## src/rtl/spi_sensor_responder.sv

```systemverilog
// SPI mode-0 slave fronting a small sensor model: CONVERT/CALIBRATE/WRITE/READ
// commands, each answered LATENCY frames later through a response queue.
module spi_sensor_responder #(
  parameter int unsigned WORD_W  = 16,
  parameter int unsigned LATENCY = 2,
  parameter logic [7:0]  CHIP_ID = 8'h5A
) (
  input  logic              clk,
  input  logic              reset,
  input  logic              sclk,
  input  logic              cs_b,
  input  logic              mosi,
  output logic              miso,
  output logic              frame_done,
  output logic [WORD_W-1:0] last_cmd,
  output logic [7:0]        abort_count
);

  localparam int unsigned CNT_W  = 5;
  localparam int unsigned CONV_W = 10;
  localparam int unsigned NREG   = 16;
  localparam int unsigned TAIL   = LATENCY - 1;
  localparam logic [CNT_W-1:0] CNT_FULL = CNT_W'(WORD_W);
  localparam logic [CNT_W-1:0] CNT_MAX  = CNT_W'(WORD_W + 1);

  typedef enum logic [1:0] {
    IDLE,
    SHIFT,
    WAIT_HIGH
  } state_e;

  state_e              state_q;
  logic [1:0]          sclk_sync_q;
  logic [1:0]          cs_sync_q;
  logic [1:0]          mosi_sync_q;
  logic                sclk_prev_q;
  logic                cs_prev_q;
  logic [WORD_W-1:0]   rx_q;
  logic [WORD_W-1:0]   tx_q;
  logic [CNT_W-1:0]    bit_cnt_q;
  logic                miso_q;
  logic                frame_done_q;
  logic [WORD_W-1:0]   last_cmd_q;
  logic [7:0]          abort_cnt_q;
  logic [CONV_W-1:0]   conv_cnt_q;
  logic [7:0]          regs_q  [NREG];
  logic [WORD_W-1:0]   queue_q [LATENCY];

  logic                sclk_s;
  logic                cs_s;
  logic                mosi_s;
  logic                sclk_rise;
  logic                sclk_fall;
  logic                cs_rise;
  logic                cs_fall;
  logic [WORD_W-1:0]   resp_d;
  logic                is_conv;
  logic                reg_wr;

  // Two-flop synchronizers plus one delayed copy for edge detection.
  always_ff @(posedge clk) begin
    if (reset) begin
      sclk_sync_q <= '0;
      cs_sync_q   <= '0;
      mosi_sync_q <= '0;
      sclk_prev_q <= 1'b0;
      cs_prev_q   <= 1'b0;
    end else begin
      sclk_sync_q <= {sclk_sync_q[0], sclk};
      cs_sync_q   <= {cs_sync_q[0], cs_b};
      mosi_sync_q <= {mosi_sync_q[0], mosi};
      sclk_prev_q <= sclk_sync_q[1];
      cs_prev_q   <= cs_sync_q[1];
    end
  end

  assign sclk_s    = sclk_sync_q[1];
  assign cs_s      = cs_sync_q[1];
  assign mosi_s    = mosi_sync_q[1];
  assign sclk_rise = sclk_s & ~sclk_prev_q;
  assign sclk_fall = ~sclk_s & sclk_prev_q;
  assign cs_rise   = cs_s & ~cs_prev_q;
  assign cs_fall   = ~cs_s & cs_prev_q;

  // Command decode on the completed rx word; register reads see all earlier writes.
  always_comb begin
    resp_d  = '0;
    is_conv = (rx_q[15:14] == 2'b00);
    reg_wr  = (rx_q[15:14] == 2'b10) && (rx_q[13:12] == 2'b00);
    unique case (rx_q[15:14])
      2'b00: resp_d = {rx_q[13:8], conv_cnt_q};
      2'b01: resp_d = 16'h8000;
      2'b10: resp_d = {8'hFF, rx_q[7:0]};
      default: begin
        if (rx_q[13:12] == 2'b00) begin
          resp_d = {8'h00, regs_q[rx_q[11:8]]};
        end else if (rx_q[13:8] == 6'h3F) begin
          resp_d = {8'h00, CHIP_ID};
        end else begin
          resp_d = '0;
        end
      end
    endcase
  end

  // Frame FSM, shifters, response queue and sensor state.
  always_ff @(posedge clk) begin
    if (reset) begin
      state_q      <= IDLE;
      rx_q         <= '0;
      tx_q         <= '0;
      bit_cnt_q    <= '0;
      miso_q       <= 1'b0;
      frame_done_q <= 1'b0;
      last_cmd_q   <= '0;
      abort_cnt_q  <= '0;
      conv_cnt_q   <= '0;
      for (int unsigned i = 0; i < NREG; i++) regs_q[i] <= '0;
      for (int unsigned i = 0; i < LATENCY; i++) queue_q[i] <= '0;
    end else begin
      frame_done_q <= 1'b0;
      unique case (state_q)
        IDLE: begin
          // A low chip select without a seen falling edge is a frame we joined late.
          if (!cs_s) begin
            if (cs_fall) begin
              state_q   <= SHIFT;
              tx_q      <= queue_q[0];
              miso_q    <= queue_q[0][WORD_W-1];
              rx_q      <= '0;
              bit_cnt_q <= '0;
            end else begin
              state_q <= WAIT_HIGH;
            end
          end
        end
        SHIFT: begin
          if (cs_rise) begin
            state_q <= IDLE;
            miso_q  <= 1'b0;
            if (bit_cnt_q == CNT_FULL) begin
              frame_done_q <= 1'b1;
              last_cmd_q   <= rx_q;
              for (int unsigned i = 0; i + 1 < LATENCY; i++) queue_q[i] <= queue_q[i+1];
              queue_q[TAIL] <= resp_d;
              if (is_conv) conv_cnt_q <= conv_cnt_q + CONV_W'(1);
              if (reg_wr) regs_q[rx_q[11:8]] <= rx_q[7:0];
            end else if (abort_cnt_q != 8'hFF) begin
              abort_cnt_q <= abort_cnt_q + 8'd1;
            end
          end else if (sclk_rise) begin
            rx_q <= {rx_q[WORD_W-2:0], mosi_s};
            if (bit_cnt_q != CNT_MAX) bit_cnt_q <= bit_cnt_q + CNT_W'(1);
          end else if (sclk_fall) begin
            tx_q   <= {tx_q[WORD_W-2:0], 1'b0};
            miso_q <= tx_q[WORD_W-2];
          end
        end
        WAIT_HIGH: begin
          if (cs_s) state_q <= IDLE;
        end
        default: state_q <= IDLE;
      endcase
      // Blank miso in the same cycle the synchronized chip select goes high.
      if (cs_sync_q[0]) miso_q <= 1'b0;
    end
  end

  assign miso        = miso_q;
  assign frame_done  = frame_done_q;
  assign last_cmd    = last_cmd_q;
  assign abort_count = abort_cnt_q;

endmodule

```

## config.mk

```make
export PLATFORM = sky130hd
export DESIGN_NAME = spi_sensor_responder
export DESIGN_NICKNAME = d
export VERILOG_FILES = /design/src/rtl/spi_sensor_responder.sv
export SDC_FILE = /design/constraint.sdc
export NUM_CORES = 1
export LEC_CHECK = 0
export ABC_AREA = 1
export BUFFER_PORTS_ARGS = -buffer_cell sky130_fd_sc_hd__buf_2
export CORE_UTILIZATION = 65
export CTS_BUF_LIST = sky130_fd_sc_hd__clkbuf_2 sky130_fd_sc_hd__clkbuf_4 sky130_fd_sc_hd__clkbuf_8
export DETAILED_ROUTE_END_ITERATION = 6
export HOLD_SLACK_MARGIN = 0.08
export PLACE_DENSITY = 0.83
export SLEW_MARGIN = 40
export SYNTH_ARGS = -nofsm -noshare
export SYNTH_HDL_FRONTEND = slang
export SYNTH_SLANG_ARGS = --single-unit
export TNS_END_PERCENT = 50
```

## constraint.sdc

```tcl
create_clock -name clk -period 3.4 [get_ports clk]
set_clock_uncertainty 0.1 [all_clocks]
set_input_delay 0.17 -clock clk [delete_from_list [all_inputs] [get_ports clk]]
set_output_delay 0.17 -clock clk [all_outputs]
set_load 0.01 [all_outputs]
```

== After elaboration in Yosys (flattened, before gate mapping) ==
Memories as Yosys holds them, arrays and structs flattened. A register that Yosys moved wholly into a read port is not among the register bits.
Index checks and enable logic that the tools add are counted.

* Reduce and logical (&&, ||, !) cells: 15
* Order comparisons: 0
* Add/sub/neg operators: 3
* Shift operators: 0
* Equality and inequality tests: 19
* Muxes and demuxes: 51
* Multiply operators: 0
* Bitwise operators: 11
* Div/mod/pow operators: 0

{| class="wikitable"
|+ Operators with widths
! operator !! count
|-
| $mux W16 || 6
|-
| $mux W15 || 5
|-
| $pmux W16 S3 || 1
|-
| $pmux W16 S2 || 1
|-
| $pmux W15 S2 || 1
|-
| $mux W5 || 5
|-
| $mux W1 || 19
|-
| $ne A2 B2 Y1 const B || 9
|-
| $mux W8 || 2
|-
| $mux W4 || 3
|-
| $reduce_and A6 Y1 || 2
|-
| $add A10 B1 Y10 const B || 1
|-
| $pmux W5 S2 || 1
|-
| $reduce_and A5 Y1 || 2
|-
| $add A8 B1 Y8 const B || 1
|-
| $mux W2 || 4
|-
| $ne A8 B8 Y1 const B || 1
|-
| $reduce_and A4 Y1 || 2
|-
| $reduce_or A8 Y1 || 1
|-
| $mux W7 || 1
|-
| $eq A6 B6 Y1 const B || 1
|-
| $logic_not A2 Y1 || 3
|-
| $ne A3 B3 Y1 const B || 2
|-
| $pmux W2 S3 || 1
|-
| 13 further kinds || 24
|}

* Memory bits (writable): 160
* Flip-flop bits (word level): 82
* Bits in latches: 0
* Output and inout port bits: 26
* ROM bits: 0
* Memories: 2
* Input bits: 5
* Logic and storage cells: 115

{| class="wikitable"
|+ Memories
! memory !! words !! width !! read ports !! clocked after Yosys merged registers in !! wr ports !! RTL line !! RTL
|-
| regs_q || 16 || 8 || 1 || 1 || 16 || 46 || <nowiki>logic [7:0] regs_q [NREG];</nowiki>
|-
| queue_q || 2 || 16 || 2 || 0 || 2 || 47 || <nowiki>logic [WORD_W-1:0] queue_q [LATENCY];</nowiki>
|}

== Longest topological paths before layout ==
Gate-level depths: netlist of the first run.

* Word-level depth: 10
* Gate-level depth with buffers: 11
* Mapped depth without buffers: 10

== Worst setup path before layout of the first run ==
OpenSTA, ideal clock, no wires.

* Path kind: reg-to-reg
* From: register bit_cnt_q[0]
* To: memory queue_q[0][0], enable pin
* Arrival: 1.851 ns
* Period minus slack after synthesis: 2.429 ns
* Cell stages (with the launch flop): 9
* Required time: 2.822 ns
* Setup time: 0.478 ns
* Path buffers: 2
* Setup slack: 0.971 ns
* Path through: dfxtp_1 inv_1 ha_1 nand2_1 nor2_1 nand2_1 buf_6 clkbuf_1 nand2_1

{| class="wikitable"
|+ RTL lines
! element !! RTL line !! RTL
|-
| start: declaration || 40 || <nowiki>logic [CNT_W-1:0] bit_cnt_q;</nowiki>
|-
| start signal: assignment || 153 || <nowiki>if (bit_cnt_q != CNT_MAX) bit_cnt_q <= bit_cnt_q + CNT_W'(1);</nowiki>
|-
| end: declaration || 47 ||
|}

==> results of run 1 <==
-- worst min-delay path by stage --
stage                                    from                         to  slack, ns  cells after the start
CTS                 sclk_sync_q[0]$_SDFF_PP0_  sclk_sync_q[1]$_SDFF_PP0_       0.30                      2
global route        sclk_sync_q[0]$_SDFF_PP0_  sclk_sync_q[1]$_SDFF_PP0_       0.31                      2
detailed placement                       sclk  sclk_sync_q[0]$_SDFF_PP0_       0.28                      3
finish              sclk_sync_q[0]$_SDFF_PP0_  sclk_sync_q[1]$_SDFF_PP0_       0.30                      2
floorplan                                cs_b    cs_sync_q[0]$_SDFF_PP0_       0.18                      2
global placement                         sclk  sclk_sync_q[0]$_SDFF_PP0_       0.28                      3
-- synthesized netlist by cell type (8+ instances only) --
library cell	instances
clkinv_1	10
nor3_1	8
clkbuf_1	51
o21ai_0	54
nand2_1	314
nand3_2	8
nand3_1	131
nor2_1	215
ha_1	8
a21oi_1	47
edfxtp_1	160
inv_1	166
dfxtp_1	86
-- kinds of logic after synthesis --
kind of cell / Yosys count / share of synthesized area (%)
AND/OR/NAND/NOR: 698 / 27.0
AO/OA/AOI/OAI: 111 / 5.10
XOR/XNOR: 9 / 0.704
adder cells (fa/ha/maj): 8 / 0.893
flip-flops: 246 / 58.2
buffers and inverters: 239 / 8.10
-- worst max-delay path, delay by kind of cell, from the launching register on --
kind	cells	cell delay, ns
simple gates	8	1.59
buf+inv	1	0.09
flops	1	0.35
fa+ha+maj	1	0.17
-- sequential cells by signal, summed over array words and instances (netlist names), named ones only --
register / count
cs_sync_q: 2
abort_count: 8
tx_q: 15
last_cmd: 16
regs_q: 128
queue_q: 32
cs_prev_q: 1
sclk_prev_q: 1
bit_cnt_q: 5
mosi_sync_q: 2
frame_done: 1
conv_cnt_q: 10
miso: 1
rx_q: 16
sclk_sync_q: 2
state_q: 2
-- layout make-up --
type / count / area [sq um]
Fill cell: 1221 / 4240
Multi-Input combinational cell: 826 / 3770
Timing Repair Buffer: 58 / 378
Clock inverter: 11 / 106
Sequential cell: 246 / 6530
Clock buffer: 60 / 726
Tap cell: 220 / 275
Inverter: 180 / 678
-- per-stage QoR --
stage	hold slack [ns]	area [sq um]	setup WS, ns	utilization (%)	power [uW]
after floorplan	0.177	11200	0.971	-	3540
after global placement	0.281	11600	0.869	69.2	3620
after detailed placement	0.282	11600	0.807	69.2	3630
after CTS	0.303	12500	0.803	74.6	6240
after global routing	0.309	12500	0.556	74.6	6420
final	0.301	12500	0.773	74.6	6240
-- layer usage --
metal	wire (um)	up-vias	track usage, %
li1	-	4294	-
met1	10700	3937	42.5
met2	11800	477	46.5
met3	2740	93	5.75
met4	995	0	13.8
met5	0	-	0
-- what timing repair did --
action                                 4_1_cts  5_1_grt
resized for setup                            0        0
setup endpoints to repair                    0        0
endpoints found under the hold margin       21        0
hold buffers                                 7        0
-- power breakdown --
group / total (uW) / switching [uW] / internal [uW]
logic: 297 / 222 / 74.5
clock network: 2650 / 1130 / 1520
registers: 3290 / 33.9 / 3260
total: 6240 / 1390 / 4850
==> out/metrics.cfg, run 1 <==
[clocking]
tritoncts = built
cts_htree_levels = 2
clk-insertion-delay-late_ns = 0.55
numCtsBuffers = 40
tritoncts_num_sinks = 246
cts_root_buffer = clkbuf_8
cts.path.max_buffers = 3
clkSlewWorstSetupHoldPaths_ns = 0.06
cts_setup_buffers = 0

[pwr]
p_per_area_nw_per_um2 = 501
max-vdd-ir-drop_mv = 0.357
cellLeakagePower_uw = 0.00514

[critical_path]
critPathMostFrequentCell = nand2_1
critical_path.slowest_cell = dfxtp_1
crit_path_start_kind = flip-flop
setup.worst_path.start = bit_cnt_q[0]$_SDFFE_PP0P_
timing.critical_path.to_type = flip-flop
cp_slowest_stage_delay_ns = 0.35
worst-setup-path-type = reg -> reg
crit_fanout = 10
setup.worst_path.end = regs_q[13][5]$_SDFFCE_PN0P_
r2r.worst_path.cells = 10
critical_path.cell_chain = inv_1 -> ha_1 -> nand2_1 -> nor2_1 -> nand2_1 -> nor2_8 -> nand2_4 -> nor2_8 -> nand3_4 -> nand2_1
setup.reg_to_reg.worst_slack_ns = 0.77
critPathRequiredTime_ns = 3.51
worst_r2r_startpoint = bit_cnt_q[0]$_SDFFE_PP0P_
worstPathArrival_ns = 2.73
rr_endpoint = regs_q[13][5]$_SDFFCE_PN0P_

[yosys]
synth.avg_cell_area_sq_um = 8.55
synth_area_sq_um = 11200
synth_async_sr_flop_share_pct = 0
synth_top_flop_cell = edfxtp_1
seq_area_frac_synth_pct = 58.2
synth.yosys.warnings = 0
number_of_library_cell_types_mapped_by_synthesis = 31
leading_cell_types_by_total_area_after_synthesis = edfxtp_1 (43%), dfxtp_1 (15%), nand2_1 (11%)
synth.net_count = 1324
synth-seq-cells = 246
yosys_top_cell_area_share_pct = 42.9
syn-instance-count = 1311
synth_top_cell_by_area = edfxtp_1
synth-edff-count = 160

[routing]
detail_route.vias_per_cell = 5.50
ant_nets = 0
via_count = 8801
remaining_routing_drc_violations = 0
drtIter0Drc = 923
detail_route.wirelength_um = 26200
drt-pass1-iter-count = 6
detail_route.wl_per_cell_um = 16.3

[flow_run]
max-cap-violations = 0

[floorplanning]
core_region_area_sq_um = 16700
fp.dieArea_sq_um = 17800
row_count = 47
die_height_um = 133
io_pins = 31
die_w_um = 133
initial_core_util_pct = 67.1

[grt]
grt_max_degree = 65
grt_antenna_before_repair = 0
number_of_global_route_vias_before_repair = 8100
globalRouteOverflowTotal = 0
grt_first_pass_wirelength_um = 41400
grt_use_total_pct = 30.4

[sta]
rsz0062_at_grt = false
timing.setup.tns_ns = 0
final_max_slew_viol_count = 0
setup_viol = 0
max_clock_freq_ghz = 0.381
min_period_ns = 2.63
worstMarginPinSlew_ns = 0.811
final.period_utilization_pct = 77.3
hold_violations = 0
slew_headroom_pct = 45.8

[layout]
area_growth_pct = 11.3
antenna_cells = 0
post_layout_nonfiller_instances = 1601
layout.cells.most_common_list = nand2_1 (314), nor2_1 (215), inv_1 (164)
commonest_non_fill_non_tap_cell_in_the_layout = nand2_1
layout-drive-gt1-share_pct = 10.6
final_nets = 1365

[placed_design]
replace_congestion = 0.917
place_inst = 1523
post-dp-hpwl_um = 16700
place.port_buffers = 30

[status]
run_status = complete, no violations

[worst_hold_path]
min-delay-path-class = reg -> reg

(Power assumes the default switching activity.)
==> run 2, diff against run 1 <==
--- a/config.mk
+++ b/config.mk
@@ -5,13 +5,13 @@
 export SDC_FILE = /design/constraint.sdc
 export NUM_CORES = 1
 export LEC_CHECK = 0
-export ABC_AREA = 1
+export ABC_AREA = 0
 export BUFFER_PORTS_ARGS = -buffer_cell sky130_fd_sc_hd__buf_2
-export CORE_UTILIZATION = 65
+export CORE_UTILIZATION = 58
 export CTS_BUF_LIST = sky130_fd_sc_hd__clkbuf_2 sky130_fd_sc_hd__clkbuf_4 sky130_fd_sc_hd__clkbuf_8
 export DETAILED_ROUTE_END_ITERATION = 6
 export HOLD_SLACK_MARGIN = 0.08
-export PLACE_DENSITY = 0.83
+export PLACE_DENSITY = 0.78
 export SLEW_MARGIN = 40
 export SYNTH_ARGS = -nofsm -noshare
 export SYNTH_HDL_FRONTEND = slang
==> constraint.sdc (replaced) <==
create_clock -name clk -period 2.15 [get_ports clk]
set_clock_uncertainty 0.1 [all_clocks]
set_input_delay 0.1075 -clock clk [delete_from_list [all_inputs] [get_ports clk]]
set_output_delay 0.1075 -clock clk [all_outputs]
set_load 0.01 [all_outputs]
==> run 2 against run 1 <==
The run now ends with setup timing left. Routed wire length down 7.7%. Sequential power up 60%. Critical endpoint is now regs_q[14][5]$_SDFFCE_PN0P_. Total power up 56%. Critical path type unchanged. Fmax up 21%. Area after synthesis down 5.2%. Non-clock buffer count up 39.
==> out/metrics.cfg, run 2 <==
[status]
run_status = finished, violations left
failed_checks = setup timing

[floorplanning]
initial_core_util_pct = 59.1
row_count = 49
io_pins = 31
die_w_um = 137
fp.dieArea_sq_um = 18900
core_region_area_sq_um = 18000
die_height_um = 137

[layout]
layout-drive-gt1-share_pct = 23.3
number_of_flip_flops_in_the_largest_register = 128
post_layout_nonfiller_instances = 1232
area_growth_pct = 16.8
largest_registers = regs_q (128), queue_q (32)
final_core_utilization_pct = 69.1
layout.cells.most_common_list = nor2_1 (170), edfxtp_1 (160), nand2_1 (118)
antenna_cells = 0
commonest_non_fill_non_tap_cell_in_the_layout = nor2_1
final_nets = 986
registers.top_by_ff_count = regs_q

[clocking]
numCtsBuffers = 41
tritoncts = built
tritoncts_num_sinks = 246
cts.path.max_buffers = 3
clkSlewWorstSetupHoldPaths_ns = 0.05
clk-insertion-delay-late_ns = 0.54
cts_root_buffer = clkbuf_8
cts_htree_levels = 2

[routing]
drtIter0Drc = 497
drt-pass1-iter-count = 5
detail_route.wirelength_um = 24100
remaining_routing_drc_violations = 0
detail_route.vias_per_cell = 5.85
detail_route.wl_per_cell_um = 19.6
ant_nets = 0
via_count = 7203

[yosys]
synth_top_cell_by_area = edfxtp_1
synth-seq-cells = 246
syn-instance-count = 904
synth_async_sr_flop_share_pct = 0
yosys.cell_count.top_type = nor2_1
leading_cell_types_by_total_area_after_synthesis = edfxtp_1 (45%), dfxtp_1 (16%), mux4_2 (6.8%)
seq_area_frac_synth_pct = 61.4
synth_area_sq_um = 10600
ys_top_cells_by_count = nor2_1 (174), edfxtp_1 (160), nand2_1 (119), dfxtp_1 (86), a21oi_1 (40)
synth.avg_cell_area_sq_um = 11.8
number_of_library_cell_types_mapped_by_synthesis = 52
synth-edff-count = 160
synth_top_flop_cell = edfxtp_1
synth.yosys.warnings = 0
synth.net_count = 917
yosys_top_cell_area_share_pct = 45.2

[pwr]
finalPower_uw = 9760
max-vdd-ir-drop_mv = 0.589
p_per_area_nw_per_um2 = 787
cellLeakagePower_uw = 0.00436

[sta]
hold_violations = 0
worst_slack_ns = -0.0212
min_period_ns = 2.17
setup_viol = 24
worstMarginPinSlew_ns = 0.764
max_clock_freq_ghz = 0.461
rsz0062_at_grt = true
final.period_utilization_pct = 101
slew_headroom_pct = 49.1
final_max_slew_viol_count = 0

[grt]
globalRouteOverflowTotal = 0
grt_antenna_before_repair = 0
grt_max_degree = 73
grt_first_pass_wirelength_um = 38100
grt_use_total_pct = 27.5
number_of_global_route_vias_before_repair = 7198

[critical_path]
worstPathArrival_ns = 2.33
timing.critical_path.to_type = flip-flop
critPathRequiredTime_ns = 2.31
critical_path.cell_chain = inv_1 -> ha_1 -> and4bb_2 -> nand3_2 -> or3b_4 -> o21ai_4 -> buf_12
worst-setup-path-type = reg -> reg
cp_slowest_stage_delay_ns = 0.48
crit_path_start_kind = flip-flop
critical_path_buf_inv_count = 2
crit_fanout = 8
critical_path.top_delay_family = simple AND/OR/NAND/NOR gates
critical_path.slowest_cell = or3b_4

[placed_design]
replace_congestion = 0.872
place.port_buffers = 30
place_inst = 1153
post-dp-hpwl_um = 16200
pre_cts_slack_ns = -0.111

[flow_run]
max-cap-violations = 0

[worst_hold_path]
min-delay-path-class = in -> reg

[run 2: power by group]
group	total, uW	internal (uW)	switching [uW]	leakage, uW
Combinational	328	155	174	0.00171
Clock	4190	2390	1800	0.000444
Sequential	5250	5190	57.7	0.00221
Total	9760	7730	2030	0.00436
[run 2: cell type report]
class,count,area [sq um]
multi-input combinational,578,3790
sequential,246,6530
tap,229,287
clock buffer,64,768
clock inverter,9,70.1
inverter,9,33.8
timing repair buffer,97,930
fill,1258,5550
[run 2: worst paths after layout]
kind / from / to / slack (ns) / cells past startpoint
worst min register to register: mosi_sync_q[0]$_SDFF_PP0_ / mosi_sync_q[1]$_SDFF_PP0_ / 0.34 / 1
worst min-delay path: reset / frame_done$_DFF_P_ / 0.13 / 4
worst max register to register: bit_cnt_q[0]$_SDFFE_PP0P_ / regs_q[14][5]$_SDFFCE_PN0P_ / -0.02 / 7
worst max-delay path: bit_cnt_q[0]$_SDFFE_PP0P_ / regs_q[14][5]$_SDFFCE_PN0P_ / -0.02 / 7
[run 2: kinds of logic (layout without fill, tap and decap cells)]
family	after synthesis	after routing	synth area share, %
and+or+nand+nor	383	383	16.0
DFF	246	246	61.4
AOI/OAI and AO/OA	100	100	6.13
buffers and inverters	80	179	3.55
muxes	71	71	10.6
xor gates and xnor gates	15	15	1.24
adders and majority gates	9	9	1.04
[run 2: what timing repair did]
action | CTS | global route
hold endpoints to repair | 3 | 0
setup buffers | 3 | 0
hold buffers | 3 | 0
setup endpoints to repair | 125 | 264
pin swaps | 10 | 4
resized for setup | 10 | 3
[run 2: metrics by stage]
| step | TNS, ns | cell area, sq um | hold WS (ns) |
|---|---|---|---|
| floorplan | -0.324 | 10700 | 0.136 |
| global placement | -3.66 | 11500 | 0.217 |
| detailed placement | -4.79 | 11500 | 0.223 |
| CTS | -7.92 | 12400 | 0.0999 |
| global route | -9.96 | 12400 | 0.134 |
| finish | -0.331 | 12400 | 0.128 |
[run 2: routing by layer]
layer | up-vias | global-route usage (%) | routed length [um]
li1 | 3353 | - | -
met1 | 3504 | 35.1 | 9550
met2 | 289 | 45.1 | 11800
met3 | 57 | 5.81 | 1910
met4 | 0 | 13.2 | 877
met5 | - | 0 | 0
[run 2: worst min-delay path: cells and delay by family]
kind	cells	cell delay [ns]
buffers and inverters	3	0.48
and+or+nand+nor	1	0.13
==> run 3, diff against run 2 <==
--- a/config.mk
+++ b/config.mk
@@ -7,11 +7,11 @@
 export LEC_CHECK = 0
 export ABC_AREA = 0
 export BUFFER_PORTS_ARGS = -buffer_cell sky130_fd_sc_hd__buf_2
-export CORE_UTILIZATION = 58
+export CORE_UTILIZATION = 46
 export CTS_BUF_LIST = sky130_fd_sc_hd__clkbuf_2 sky130_fd_sc_hd__clkbuf_4 sky130_fd_sc_hd__clkbuf_8
 export DETAILED_ROUTE_END_ITERATION = 6
 export HOLD_SLACK_MARGIN = 0.08
-export PLACE_DENSITY = 0.78
+export REMOVE_ABC_BUFFERS = 1
 export SLEW_MARGIN = 40
 export SYNTH_ARGS = -nofsm -noshare
 export SYNTH_HDL_FRONTEND = slang
==> run 3 against run 2 <==
The flow still finishes with violations (setup timing). Via count decreased by 1.0%. Sequential power about the same. Sequential cell count stayed put. Clock-buffer cell count grew 6. Routed wire length up 2.9%. Critical endpoint is now regs_q[14][1]$_SDFFCE_PN0P_.
==> out/metrics.cfg, run 3 (synthesis gave the netlist of run 2 again) <==
[clocking]
cts_htree_levels = 2
cts_root_buffer = clkbuf_8
tritoncts_num_sinks = 246
cts.path.max_buffers = 3
tritoncts = built
numCtsBuffers = 42
clkSlewWorstSetupHoldPaths_ns = 0.06
clk-insertion-delay-late_ns = 0.52

[placed_design]
post-dp-hpwl_um = 16200
pre_cts_slack_ns = -0.0338
place.port_buffers = 30
replace_congestion = 0.819

[layout]
antenna_cells = 0
area_growth_pct = 17.7
commonest_non_fill_non_tap_cell_in_the_layout = nor2_1
registers.top_by_ff_count = regs_q
layout.cells.most_common_list = nor2_1 (171), edfxtp_1 (160), nand2_1 (119)
final_core_utilization_pct = 55.2
number_of_flip_flops_in_the_largest_register = 128
layout-drive-gt1-share_pct = 24.0
largest_registers = regs_q (128), queue_q (32)
final_nets = 1001

[sta]
hold_violations = 0
worstMarginPinSlew_ns = 0.820
final.period_utilization_pct = 101
final_max_slew_viol_count = 0
worst_slack_ns = -0.0119
rsz0062_at_grt = true
max_clock_freq_ghz = 0.463
setup_viol = 16
slew_headroom_pct = 45.3
min_period_ns = 2.16

[routing]
drt-pass1-iter-count = 5
via_count = 7131
drtIter0Drc = 541
detail_route.vias_per_cell = 5.47
detail_route.wirelength_um = 24800
remaining_routing_drc_violations = 0
detail_route.wl_per_cell_um = 19.1
ant_nets = 0

[pwr]
power.share.switching_pct = 20.4
power.share.combinational_pct = 3.3
cellLeakagePower_uw = 0.00440
pwr-share-clk_pct = 43.4
max-vdd-ir-drop_mv = 0.499
share_seq_of_total_power_pct = 53.3
netSwitchingPower_uw = 2010
internal-power_uw = 7830
p_per_area_nw_per_um2 = 787

[critical_path]
worst_r2r_startpoint = state_q[1]$_SDFFE_PP0P_
crit_path_start_kind = flip-flop
worstPathArrival_ns = 2.29
critPathRequiredTime_ns = 2.28
worst-setup-path-type = reg -> reg
crit_fanout = 8
timing.critical_path.to_type = flip-flop
setup.worst_path.start = state_q[1]$_SDFFE_PP0P_

[grt]
number_of_global_route_vias_before_repair = 7022
grt_antenna_before_repair = 0
grt_first_pass_wirelength_um = 39300
grt_max_degree = 73
globalRouteOverflowTotal = 0
grt_use_total_pct = 21.6

[worst_hold_path]
min-delay-start = reset
min-delay-path-class = in -> reg

[floorplanning]
row_count = 55
initial_core_util_pct = 46.9
io_pins = 31
core_region_area_sq_um = 22600
fp.dieArea_sq_um = 23700
die_w_um = 154
die_height_um = 154

[status]
run_status = finished, violations left
failed_checks = setup timing

[flow_run]
max-cap-violations = 0

## run 3: layout make-up
type	count	area (sq um)
clock buffers	70	813
multi-input cells	578	3760
well taps	285	357
inverters	9	33.8
repair buffers	111	965
clock inverters	5	45.0
fillers	1948	10100
flip-flops and latches	246	6530
## run 3: per-layer routing
layer	wire, um	GRT usage, %
met1	11200	29.9
met2	11500	34.3
met3	1420	3.69
met4	728	8.19
met5	0	0
## run 3: power by group through the flow
| stage | combinational, uW | sequential [uW] | clock, uW |
|---|---|---|---|
| after detailed placement | 325 | 5340 | 0 |
| after CTS | 331 | 5240 | 4380 |
| after global routing | 351 | 5260 | 4570 |
| after floorplan | 157 | 5320 | 0 |
| after global placement | 321 | 5340 | 0 |
| final | 327 | 5240 | 4260 |
## run 3: worst max-delay path, stage by stage (launching register included)
cell       delay [ns]
dfxtp_2          0.32
nand4bb_4        0.23
nor4_4           0.30
nand3_4          0.16
or3b_4           0.41
o21ai_1          0.13
buf_4            0.21
## run 3: metrics by stage
| stage | hold WS, ns | instances | TNS (ns) | total power (uW) | area [sq um] |
|---|---|---|---|---|---|
| 5_1_grt | 0.182 | 1304 | -7.82 | 10200 | 12500 |
| 3_3_place_gp | 0.221 | 1221 | -0.178 | 5660 | 11500 |
| 4_1_cts | 0.150 | 1300 | 0 | 9960 | 12400 |
| 6_report | 0.172 | 1304 | -0.112 | 9840 | 12500 |
| 2_1_floorplan | 0.0742 | 833 | -46.36 | 5480 | 10300 |
| 3_5_place_dp | 0.220 | 1221 | -0.443 | 5670 | 11500 |
## run 3: path summary, 6_finish.rpt
kind | endpoint | slack (ns) | cells after the start
worst max-delay path | regs_q[14][1]$_SDFFCE_PN0P_ | -0.01 | 6
worst min-delay path | bit_cnt_q[0]$_SDFFE_PP0P_ | 0.17 | 4
worst max register to register | regs_q[14][1]$_SDFFCE_PN0P_ | -0.01 | 6
worst min register to register | rx_q[0]$_SDFFE_PP0P_ | 0.33 | 2
## run 3: repair_timing
action / CTS / global route
hold buffers: 3 / 0
pin swaps: 0 / 6
setup endpoints to repair: 24 / 135
resized for setup: 3 / 14
gates cloned: 0 / 0
setup buffers: 1 / 4
endpoints found under the hold margin: 3 / 0
